## config.mk

```make
export PLATFORM = sky130hd
export DESIGN_NAME = risc_v_mike_wb_ctrl_flat
export DESIGN_NICKNAME = d
export VERILOG_FILES = /design/src/rtl/risc_v_mike_pkg.sv /design/src/rtl/risc_v_mike_wb_ctrl_if.sv /design/src/rtl/risc_v_mike_wb_fifo.sv /design/src/rtl/risc_v_mike_wb_ctrl.sv /design/src/flat_wrapper.sv
export SDC_FILE = /design/constraint.sdc
export NUM_CORES = 1
export LEC_CHECK = 0
export CORE_UTILIZATION = 35
export DETAILED_ROUTE_END_ITERATION = 10
export PLACE_DENSITY = 0.62
export SYNTH_ARGS = -nofsm -noshare
export SYNTH_HDL_FRONTEND = slang
export SYNTH_SLANG_ARGS = --single-unit
```

## constraint.sdc

```tcl
create_clock -name clk -period 7.15 [get_ports clk]
set_input_delay 1.0725 -clock clk [delete_from_list [all_inputs] [get_ports clk]]
set_output_delay 1.0725 -clock clk [all_outputs]
set_load 0.005 [all_outputs]
```

## src/rtl/risc_v_mike_pkg.sv

```systemverilog
// Shared core types plus writeback-controller additions.
// Also hosts the common flop macro, async active-low flavour.
`ifndef MIKE_FF_RST_N
`define MIKE_FF_RST_N(q, d, rv, clk, rst_n) \
    always_ff @(posedge clk or negedge rst_n) \
        if (!rst_n) q <= rv; \
        else q <= d;
`endif

package risc_v_mike_pkg;

    localparam int DATA_32_W = 32;
    localparam int REG_ADDR_W = 5;
    localparam int WB_DEPTH_DEF = 4;

    typedef logic [REG_ADDR_W-1:0] t_register_addr;

    typedef struct packed {
        t_register_addr         addr;
        logic [DATA_32_W-1:0]   data;
    } t_wb_entry;

    typedef enum logic {
        WB_SRC_ALU = 1'b0,
        WB_SRC_LSU = 1'b1
    } t_wb_src;

endpackage

```

## src/rtl/risc_v_mike_wb_ctrl_if.sv

```systemverilog
// Result handshake from an execution unit into writeback.
interface risc_v_mike_wb_ctrl_if
    import risc_v_mike_pkg::*;
#(
    parameter int DATA_W = DATA_32_W
);
    logic                valid;
    logic                ready;
    t_register_addr      addr;
    logic [DATA_W-1:0]   data;

    modport master (output valid, output addr, output data, input ready);
    modport slave  (input valid, input addr, input data, output ready);
endinterface

```

## src/rtl/risc_v_mike_wb_fifo.sv

```systemverilog
// Pending-write FIFO: storage, pointers, occupancy.
// Storage is exported so the top can forward from it.
module risc_v_mike_wb_fifo
    import risc_v_mike_pkg::*;
#(
    parameter  int DATA_W = DATA_32_W,
    parameter  int DEPTH  = WB_DEPTH_DEF,
    localparam int PW     = $clog2(DEPTH),
    localparam int CW     = PW + 1
) (
    input  logic                clk,
    input  logic                rst,
    input  logic                push,
    input  t_register_addr      push_addr,
    input  logic [DATA_W-1:0]   push_data,
    input  logic                pop,
    output t_register_addr      head_addr,
    output logic [DATA_W-1:0]   head_data,
    output t_register_addr      ent_addr [DEPTH],
    output logic [DATA_W-1:0]   ent_data [DEPTH],
    output logic [PW-1:0]       rd_ptr,
    output logic [CW-1:0]       count,
    output logic                full,
    output logic                empty
);
    logic [PW-1:0] wr_ptr;
    logic [PW-1:0] wr_ptr_d;
    logic [PW-1:0] rd_ptr_d;
    logic [CW-1:0] count_d;

    always_comb begin
        wr_ptr_d = push ? wr_ptr + PW'(1) : wr_ptr;
        rd_ptr_d = pop  ? rd_ptr + PW'(1) : rd_ptr;
        count_d  = count + CW'(push) - CW'(pop);
    end

    `MIKE_FF_RST_N(wr_ptr, wr_ptr_d, '0, clk, rst)
    `MIKE_FF_RST_N(rd_ptr, rd_ptr_d, '0, clk, rst)
    `MIKE_FF_RST_N(count,  count_d,  '0, clk, rst)

    always_ff @(posedge clk or negedge rst) begin
        if (!rst) begin
            for (int i = 0; i < DEPTH; i++) begin
                ent_addr[i] <= '0;
                ent_data[i] <= '0;
            end
        end else if (push) begin
            ent_addr[wr_ptr] <= push_addr;
            ent_data[wr_ptr] <= push_data;
        end
    end

    assign head_addr = ent_addr[rd_ptr];
    assign head_data = ent_data[rd_ptr];
    assign full      = (count == CW'(DEPTH));
    assign empty     = (count == '0);
endmodule

```

## src/rtl/risc_v_mike_wb_ctrl.sv

```systemverilog
// Writeback controller: round-robin ALU/LSU arbitration,
// pending-write FIFO drain and operand forwarding.
module risc_v_mike_wb_ctrl
    import risc_v_mike_pkg::*;
#(
    parameter  int DATA_W   = DATA_32_W,
    parameter  int WB_DEPTH = WB_DEPTH_DEF,
    localparam int PW       = $clog2(WB_DEPTH),
    localparam int CW       = PW + 1
) (
    input  logic                      clk,
    input  logic                      rst,
    risc_v_mike_wb_ctrl_if.slave      alu_wb,
    risc_v_mike_wb_ctrl_if.slave      lsu_wb,
    input  logic                      wb_hold,
    output logic                      reg_file_write,
    output t_register_addr            reg_file_wr_addr,
    output logic [DATA_W-1:0]         reg_file_wr_data,
    input  t_register_addr            fwd_addr_1,
    input  t_register_addr            fwd_addr_2,
    output logic                      fwd_hit_1,
    output logic                      fwd_hit_2,
    output logic [DATA_W-1:0]         fwd_data_1,
    output logic [DATA_W-1:0]         fwd_data_2,
    output logic [CW-1:0]             wb_count,
    output logic                      wb_full,
    output logic                      wb_empty
);
    t_wb_src             last_grant;
    t_wb_src             last_grant_d;
    logic                alu_sel;
    logic                lsu_sel;
    logic                alu_acc;
    logic                lsu_acc;
    logic                push;
    logic                pop;
    t_register_addr      push_addr;
    logic [DATA_W-1:0]   push_data;
    t_register_addr      head_addr;
    logic [DATA_W-1:0]   head_data;
    t_register_addr      ent_addr [WB_DEPTH];
    logic [DATA_W-1:0]   ent_data [WB_DEPTH];
    logic [PW-1:0]       rd_ptr;
    logic [PW-1:0]       idx;

    // On a tie the source that did not win last time gets the slot.
    always_comb begin
        alu_sel = alu_wb.valid &
                  (!lsu_wb.valid | (last_grant == WB_SRC_LSU));
        lsu_sel = lsu_wb.valid &
                  (!alu_wb.valid | (last_grant == WB_SRC_ALU));
        alu_acc = rst & !wb_full & alu_sel;
        lsu_acc = rst & !wb_full & lsu_sel;
        alu_wb.ready = alu_acc;
        lsu_wb.ready = lsu_acc;
        last_grant_d = last_grant;
        push_addr    = '0;
        push_data    = '0;
        unique case (1'b1)
            alu_acc: begin
                last_grant_d = WB_SRC_ALU;
                push_addr    = alu_wb.addr;
                push_data    = alu_wb.data;
            end
            lsu_acc: begin
                last_grant_d = WB_SRC_LSU;
                push_addr    = lsu_wb.addr;
                push_data    = lsu_wb.data;
            end
            default: ;
        endcase
        // x0 writes are consumed but never stored.
        push = (alu_acc | lsu_acc) & (push_addr != '0);
    end

    `MIKE_FF_RST_N(last_grant, last_grant_d, WB_SRC_ALU, clk, rst)

    assign pop = !wb_empty & !wb_hold;

    risc_v_mike_wb_fifo #(
        .DATA_W (DATA_W),
        .DEPTH  (WB_DEPTH)
    ) u_fifo (
        .clk       (clk),
        .rst       (rst),
        .push      (push),
        .push_addr (push_addr),
        .push_data (push_data),
        .pop       (pop),
        .head_addr (head_addr),
        .head_data (head_data),
        .ent_addr  (ent_addr),
        .ent_data  (ent_data),
        .rd_ptr    (rd_ptr),
        .count     (wb_count),
        .full      (wb_full),
        .empty     (wb_empty)
    );

    assign reg_file_write   = pop;
    assign reg_file_wr_addr = wb_empty ? '0 : head_addr;
    assign reg_file_wr_data = wb_empty ? '0 : head_data;

    // Walk oldest to youngest so the last match is the youngest.
    always_comb begin
        fwd_hit_1  = 1'b0;
        fwd_hit_2  = 1'b0;
        fwd_data_1 = '0;
        fwd_data_2 = '0;
        idx        = '0;
        for (int i = 0; i < WB_DEPTH; i++) begin
            idx = rd_ptr + PW'(i);
            if (CW'(i) < wb_count) begin
                if (fwd_addr_1 != '0 && ent_addr[idx] == fwd_addr_1) begin
                    fwd_hit_1  = 1'b1;
                    fwd_data_1 = ent_data[idx];
                end
                if (fwd_addr_2 != '0 && ent_addr[idx] == fwd_addr_2) begin
                    fwd_hit_2  = 1'b1;
                    fwd_data_2 = ent_data[idx];
                end
            end
        end
    end
endmodule

```

## src/flat_wrapper.sv

```systemverilog
// flat-port wrapper written by rule: the top's interface ports become plain ports
module risc_v_mike_wb_ctrl_flat import risc_v_mike_pkg::*;
#(
    parameter  int DATA_W   = DATA_32_W,
    parameter  int WB_DEPTH = WB_DEPTH_DEF,
    localparam int PW       = $clog2(WB_DEPTH),
    localparam int CW       = PW + 1
)
  (clk, rst, wb_hold, reg_file_write, reg_file_wr_addr, reg_file_wr_data, fwd_addr_1, fwd_addr_2, fwd_hit_1, fwd_hit_2, fwd_data_1, fwd_data_2, wb_count, wb_full, wb_empty, alu_wb_valid, alu_wb_addr, alu_wb_data, alu_wb_ready, lsu_wb_valid, lsu_wb_addr, lsu_wb_data, lsu_wb_ready);
  risc_v_mike_wb_ctrl_if #(.DATA_W(DATA_W)) alu_wb_i ();
  risc_v_mike_wb_ctrl_if #(.DATA_W(DATA_W)) lsu_wb_i ();
  input  logic clk;
  input  logic rst;
  input  logic wb_hold;
  output logic reg_file_write;
  output t_register_addr reg_file_wr_addr;
  output logic [DATA_W-1:0] reg_file_wr_data;
  input  t_register_addr fwd_addr_1;
  input  t_register_addr fwd_addr_2;
  output logic fwd_hit_1;
  output logic fwd_hit_2;
  output logic [DATA_W-1:0] fwd_data_1;
  output logic [DATA_W-1:0] fwd_data_2;
  output logic [CW-1:0] wb_count;
  output logic wb_full;
  output logic wb_empty;
  input wire logic [$bits(alu_wb_i.valid)-1:0] alu_wb_valid;
  input wire logic [$bits(alu_wb_i.addr)-1:0] alu_wb_addr;
  input wire logic [$bits(alu_wb_i.data)-1:0] alu_wb_data;
  output wire logic [$bits(alu_wb_i.ready)-1:0] alu_wb_ready;
  input wire logic [$bits(lsu_wb_i.valid)-1:0] lsu_wb_valid;
  input wire logic [$bits(lsu_wb_i.addr)-1:0] lsu_wb_addr;
  input wire logic [$bits(lsu_wb_i.data)-1:0] lsu_wb_data;
  output wire logic [$bits(lsu_wb_i.ready)-1:0] lsu_wb_ready;
  assign alu_wb_i.valid = alu_wb_valid;
  assign alu_wb_i.addr = alu_wb_addr;
  assign alu_wb_i.data = alu_wb_data;
  assign alu_wb_ready = alu_wb_i.ready;
  assign lsu_wb_i.valid = lsu_wb_valid;
  assign lsu_wb_i.addr = lsu_wb_addr;
  assign lsu_wb_i.data = lsu_wb_data;
  assign lsu_wb_ready = lsu_wb_i.ready;
  risc_v_mike_wb_ctrl #(.DATA_W(DATA_W), .WB_DEPTH(WB_DEPTH)) u_core (.clk(clk), .rst(rst), .alu_wb(alu_wb_i), .lsu_wb(lsu_wb_i), .wb_hold(wb_hold), .reg_file_write(reg_file_write), .reg_file_wr_addr(reg_file_wr_addr), .reg_file_wr_data(reg_file_wr_data), .fwd_addr_1(fwd_addr_1), .fwd_addr_2(fwd_addr_2), .fwd_hit_1(fwd_hit_1), .fwd_hit_2(fwd_hit_2), .fwd_data_1(fwd_data_1), .fwd_data_2(fwd_data_2), .wb_count(wb_count), .wb_full(wb_full), .wb_empty(wb_empty));
endmodule
```

==> flow_summary.json, run 1 <==
{
  "drv_slew": 0,
  "route.detailed.drc": 0,
  "drtIter0Drc": 971,
  "drive_gt1_share_pct": 13.0,
  "hold_buffers": 0,
  "start_util_pct": 35.5,
  "gr-total-overflow": 0,
  "clk_latency_ns": 0.44,
  "numClockSinks": 156,
  "synth_warnings": 0,
  "skew_ns": 0.0110,
  "ys.flop_type": "dfrtp_1",
  "p_leak_uw": 0.00589,
  "layoutNonFillerInstCount": 1957,
  "syn_avg_cell_area_um2": 9.11,
  "critPathCaptureType": "output port",
  "ios": 200,
  "h-tree-depth": 4,
  "layout_commonest_cell": "o21ai_0",
  "arrival_ns": 5.17,
  "grt_pass1_vias": 11600,
  "hold_class": "flop to flop",
  "synth_cells": 1388,
  "gp_congestion": 0.857,
  "core_mm2": 0.0356,
  "vias": 12000,
  "worstPathRequired_ns": 6.08,
  "finalHoldViolCount": 0,
  "cts.path.max_buffers": 2,
  "cts-resized-gates": 0,
  "synth-compound-area-share_pct": 23.7,
  "antenna_cells": 0,
  "fmax_mhz": 160,
  "grt_max_degree": 71,
  "io_buffers": 199,
  "grt_pass1_wl_mm": 67.9,
  "postCtsSetupBuffers": 0,
  "relSlewSlack_pct": 25.8,
  "syn_area_mm2": 0.0126,
  "clockRootBuffer": "clkbuf_16",
  "track_usage_pct": 24.1,
  "critPathKind": "input pin to output port",
  "max-cap-violations": 0,
  "finalSetupViolCount": 0,
  "clkTransAtPathRegs_ns": 0.07,
  "p_per_area_mw_per_mm2": 476,
  "dp_cells": 1925,
  "synth.distinct_cells": 53,
  "vdd.ir_drop.worst_uv": 230,
  "pre_cts_slack_ns": 0.994,
  "setup_tns_ns": 0,
  "post-route-period-util_pct": 87.3,
  "synthAdderAreaFrac_pct": 0.950,
  "synth_top_family_by_area": "compound AO/OA/AOI/OAI gates",
  "yosysSeqAreaShare_pct": 30.9,
  "antenna_found_initial": 0,
  "fin_ws_ns": 0.906,
  "cp-start-kind": "input pin",
  "dieWidth_um": 192,
  "wire_per_inst_um": 22.5,
  "synth-xor-area-share_pct": 2.36,
  "dieHeight_um": 192,
  "rsz0062_at_grt": "false",
  "row_count": 69,
  "drt-total-wl_mm": 44.1,
  "vias_per_cell": 6.12,
  "nets": 1581,
  "ys_ff_latch": 156,
  "die-area_mm2": 0.0369,
  "postSynthNetCount": 1486,
  "hold_slack_ns": 0.525,
  "final_antenna_net_count": 0,
  "status": "complete, no violations",
  "synth-simple-area-share_pct": 15.5,
  "tightest_slew_ns": 1.11,
  "synthArstFlopShare_pct": 100,
  "cp_max_fo": 33,
  "synth_mux_area_share_pct": 21.1,
  "dp_hpwl_mm": 29.6,
  "tritoncts": "yes",
  "synth_edf_count": 0,
  "first_pass_iters": 5,
  "cts_buffers": 17,
  "layout_common_cells": "o21ai_0, clkdlybuf4s50_1, nand2_1",
  "min_period_ns": 6.24,
  "area_delta_synth_final_pct": 22.3
}
## per-stage QoR
| stage | util [%] | area, um^2 | total power [uW] |
|---|---|---|---|
| finish | 43.5 | 15500 | 7360 |
| global route | 43.5 | 15500 | 7880 |
| CTS | 43.5 | 15500 | 7330 |
| detailed placement | 41.8 | 14900 | 6350 |
| global placement | 41.8 | 14900 | 6250 |
| floorplan | - | 12600 | 4730 |
## state kept, by name, indices dropped and copies added, names as in the netlist
register and cells:
u_core.u_fifo.rd_ptr 2, u_core.u_fifo.ent_addr 20, u_core.u_fifo.wr_ptr 2, u_core.last_grant 1
u_core.u_fifo.ent_data 128, u_core.u_fifo.count 3
## worst max-delay path: stages
cell and delay (ns):
clkdlybuf4s50_1 0.58, nor3_1 0.43, a211oi_1 0.18, a21oi_4 0.85, or4_2 0.90, a311oi_1 0.19, o22ai_1 0.36, clkdlybuf4s50_1 0.58
## cells in the mapped netlist, types with 4 or more instances
library cell	number	area (um^2)
a22oi_1	32	240
ha_1	8	100
nor3_1	4	20.0
nor3b_1	35	263
mux2i_1	46	460
nor2b_1	38	238
nand3_1	8	40.0
dfrtp_1	156	3900
nor2_1	40	150
nand4_1	6	37.5
xor2_1	11	96.3
buf_6	4	45.0
nand2_1	190	713
a21oi_1	9	45.0
inv_1	12	45.0
buf_2	26	130
mux4_2	79	1780
and2_1	6	37.5
a32oi_1	4	35.0
o211ai_1	6	45.0
buf_1	5	18.8
a211oi_1	37	278
nor4_1	5	31.3
nand2b_1	11	68.8
a22o_1	8	70.1
clkbuf_1	109	409
mux2_2	38	428
o21ai_0	240	1200
o22ai_1	62	388
and3_1	4	25.0
a311oi_1	61	534
xnor2_1	23	201
nor4b_1	32	280
buf_4	7	52.6
## routing by layer
layer / vias up / global-route usage (%) / wire length, um
li1: 5490 / - / -
met1: 5873 / 32.6 / 19600
met3: 71 / 5.41 / 3450
met2: 541 / 37.4 / 19800
met5: - / 0 / 0
met4: 0 / 8.93 / 1180
## area by class of cell
type / instances / area (um^2)
Inverter: 12 / 45.0
Timing Repair Buffer: 227 / 2220
Sequential cell: 156 / 3910
Fill cell: 3462 / 20100
Multi-Input combinational cell: 1069 / 8100
Clock buffer: 18 / 439
Clock inverter: 14 / 178
Tap cell: 461 / 577
## kinds of logic (layout without fill, tap and decap cells)
kind of cell	count (synthesis)	in the layout
AOI/OAI and AO/OA	479	479
and+or+nand+nor	384	384
muxes	163	163
buffers and inverters	163	271
DFF	156	156
xor gates and xnor gates	34	34
adders and majority gates	9	9
## power by group
part           switching (uW)  internal (uW)  total, uW
registers                 537           1300       1840
clock network             425            540        965
logic                    2430           2130       4560
## final timing paths
path | slack, ns | depth (start not counted) | startpoint | end
hold reg to reg | 0.53 | 2 | u_core.last_grant | u_core.last_grant
setup reg to reg | 4.20 | 10 | u_core.last_grant | u_core.u_fifo.count[2]
max in group asynchronous | 5.29 | 2 | rst | u_core.u_fifo.ent_data[56]
hold / removal | 0.53 | 2 | u_core.last_grant | u_core.last_grant
min in group asynchronous | 0.57 | 1 | rst | u_core.u_fifo.ent_data[125]
setup / recovery | 0.91 | 8 | fwd_addr_2[0] | fwd_data_2[31]
No activity file was read; power rests on OpenSTA's default activity.
==> run 2: changes to the inputs <==
--- a/config.mk
+++ b/config.mk
@@ -8,6 +8,7 @@
 export CORE_UTILIZATION = 35
 export DETAILED_ROUTE_END_ITERATION = 10
 export PLACE_DENSITY = 0.62
+export SETUP_SLACK_MARGIN = 0.5
 export SYNTH_ARGS = -nofsm -noshare
 export SYNTH_HDL_FRONTEND = slang
 export SYNTH_SLANG_ARGS = --single-unit
==> results of run 2 <==
Final layout, timing and power as in run 1 (identical DEF).
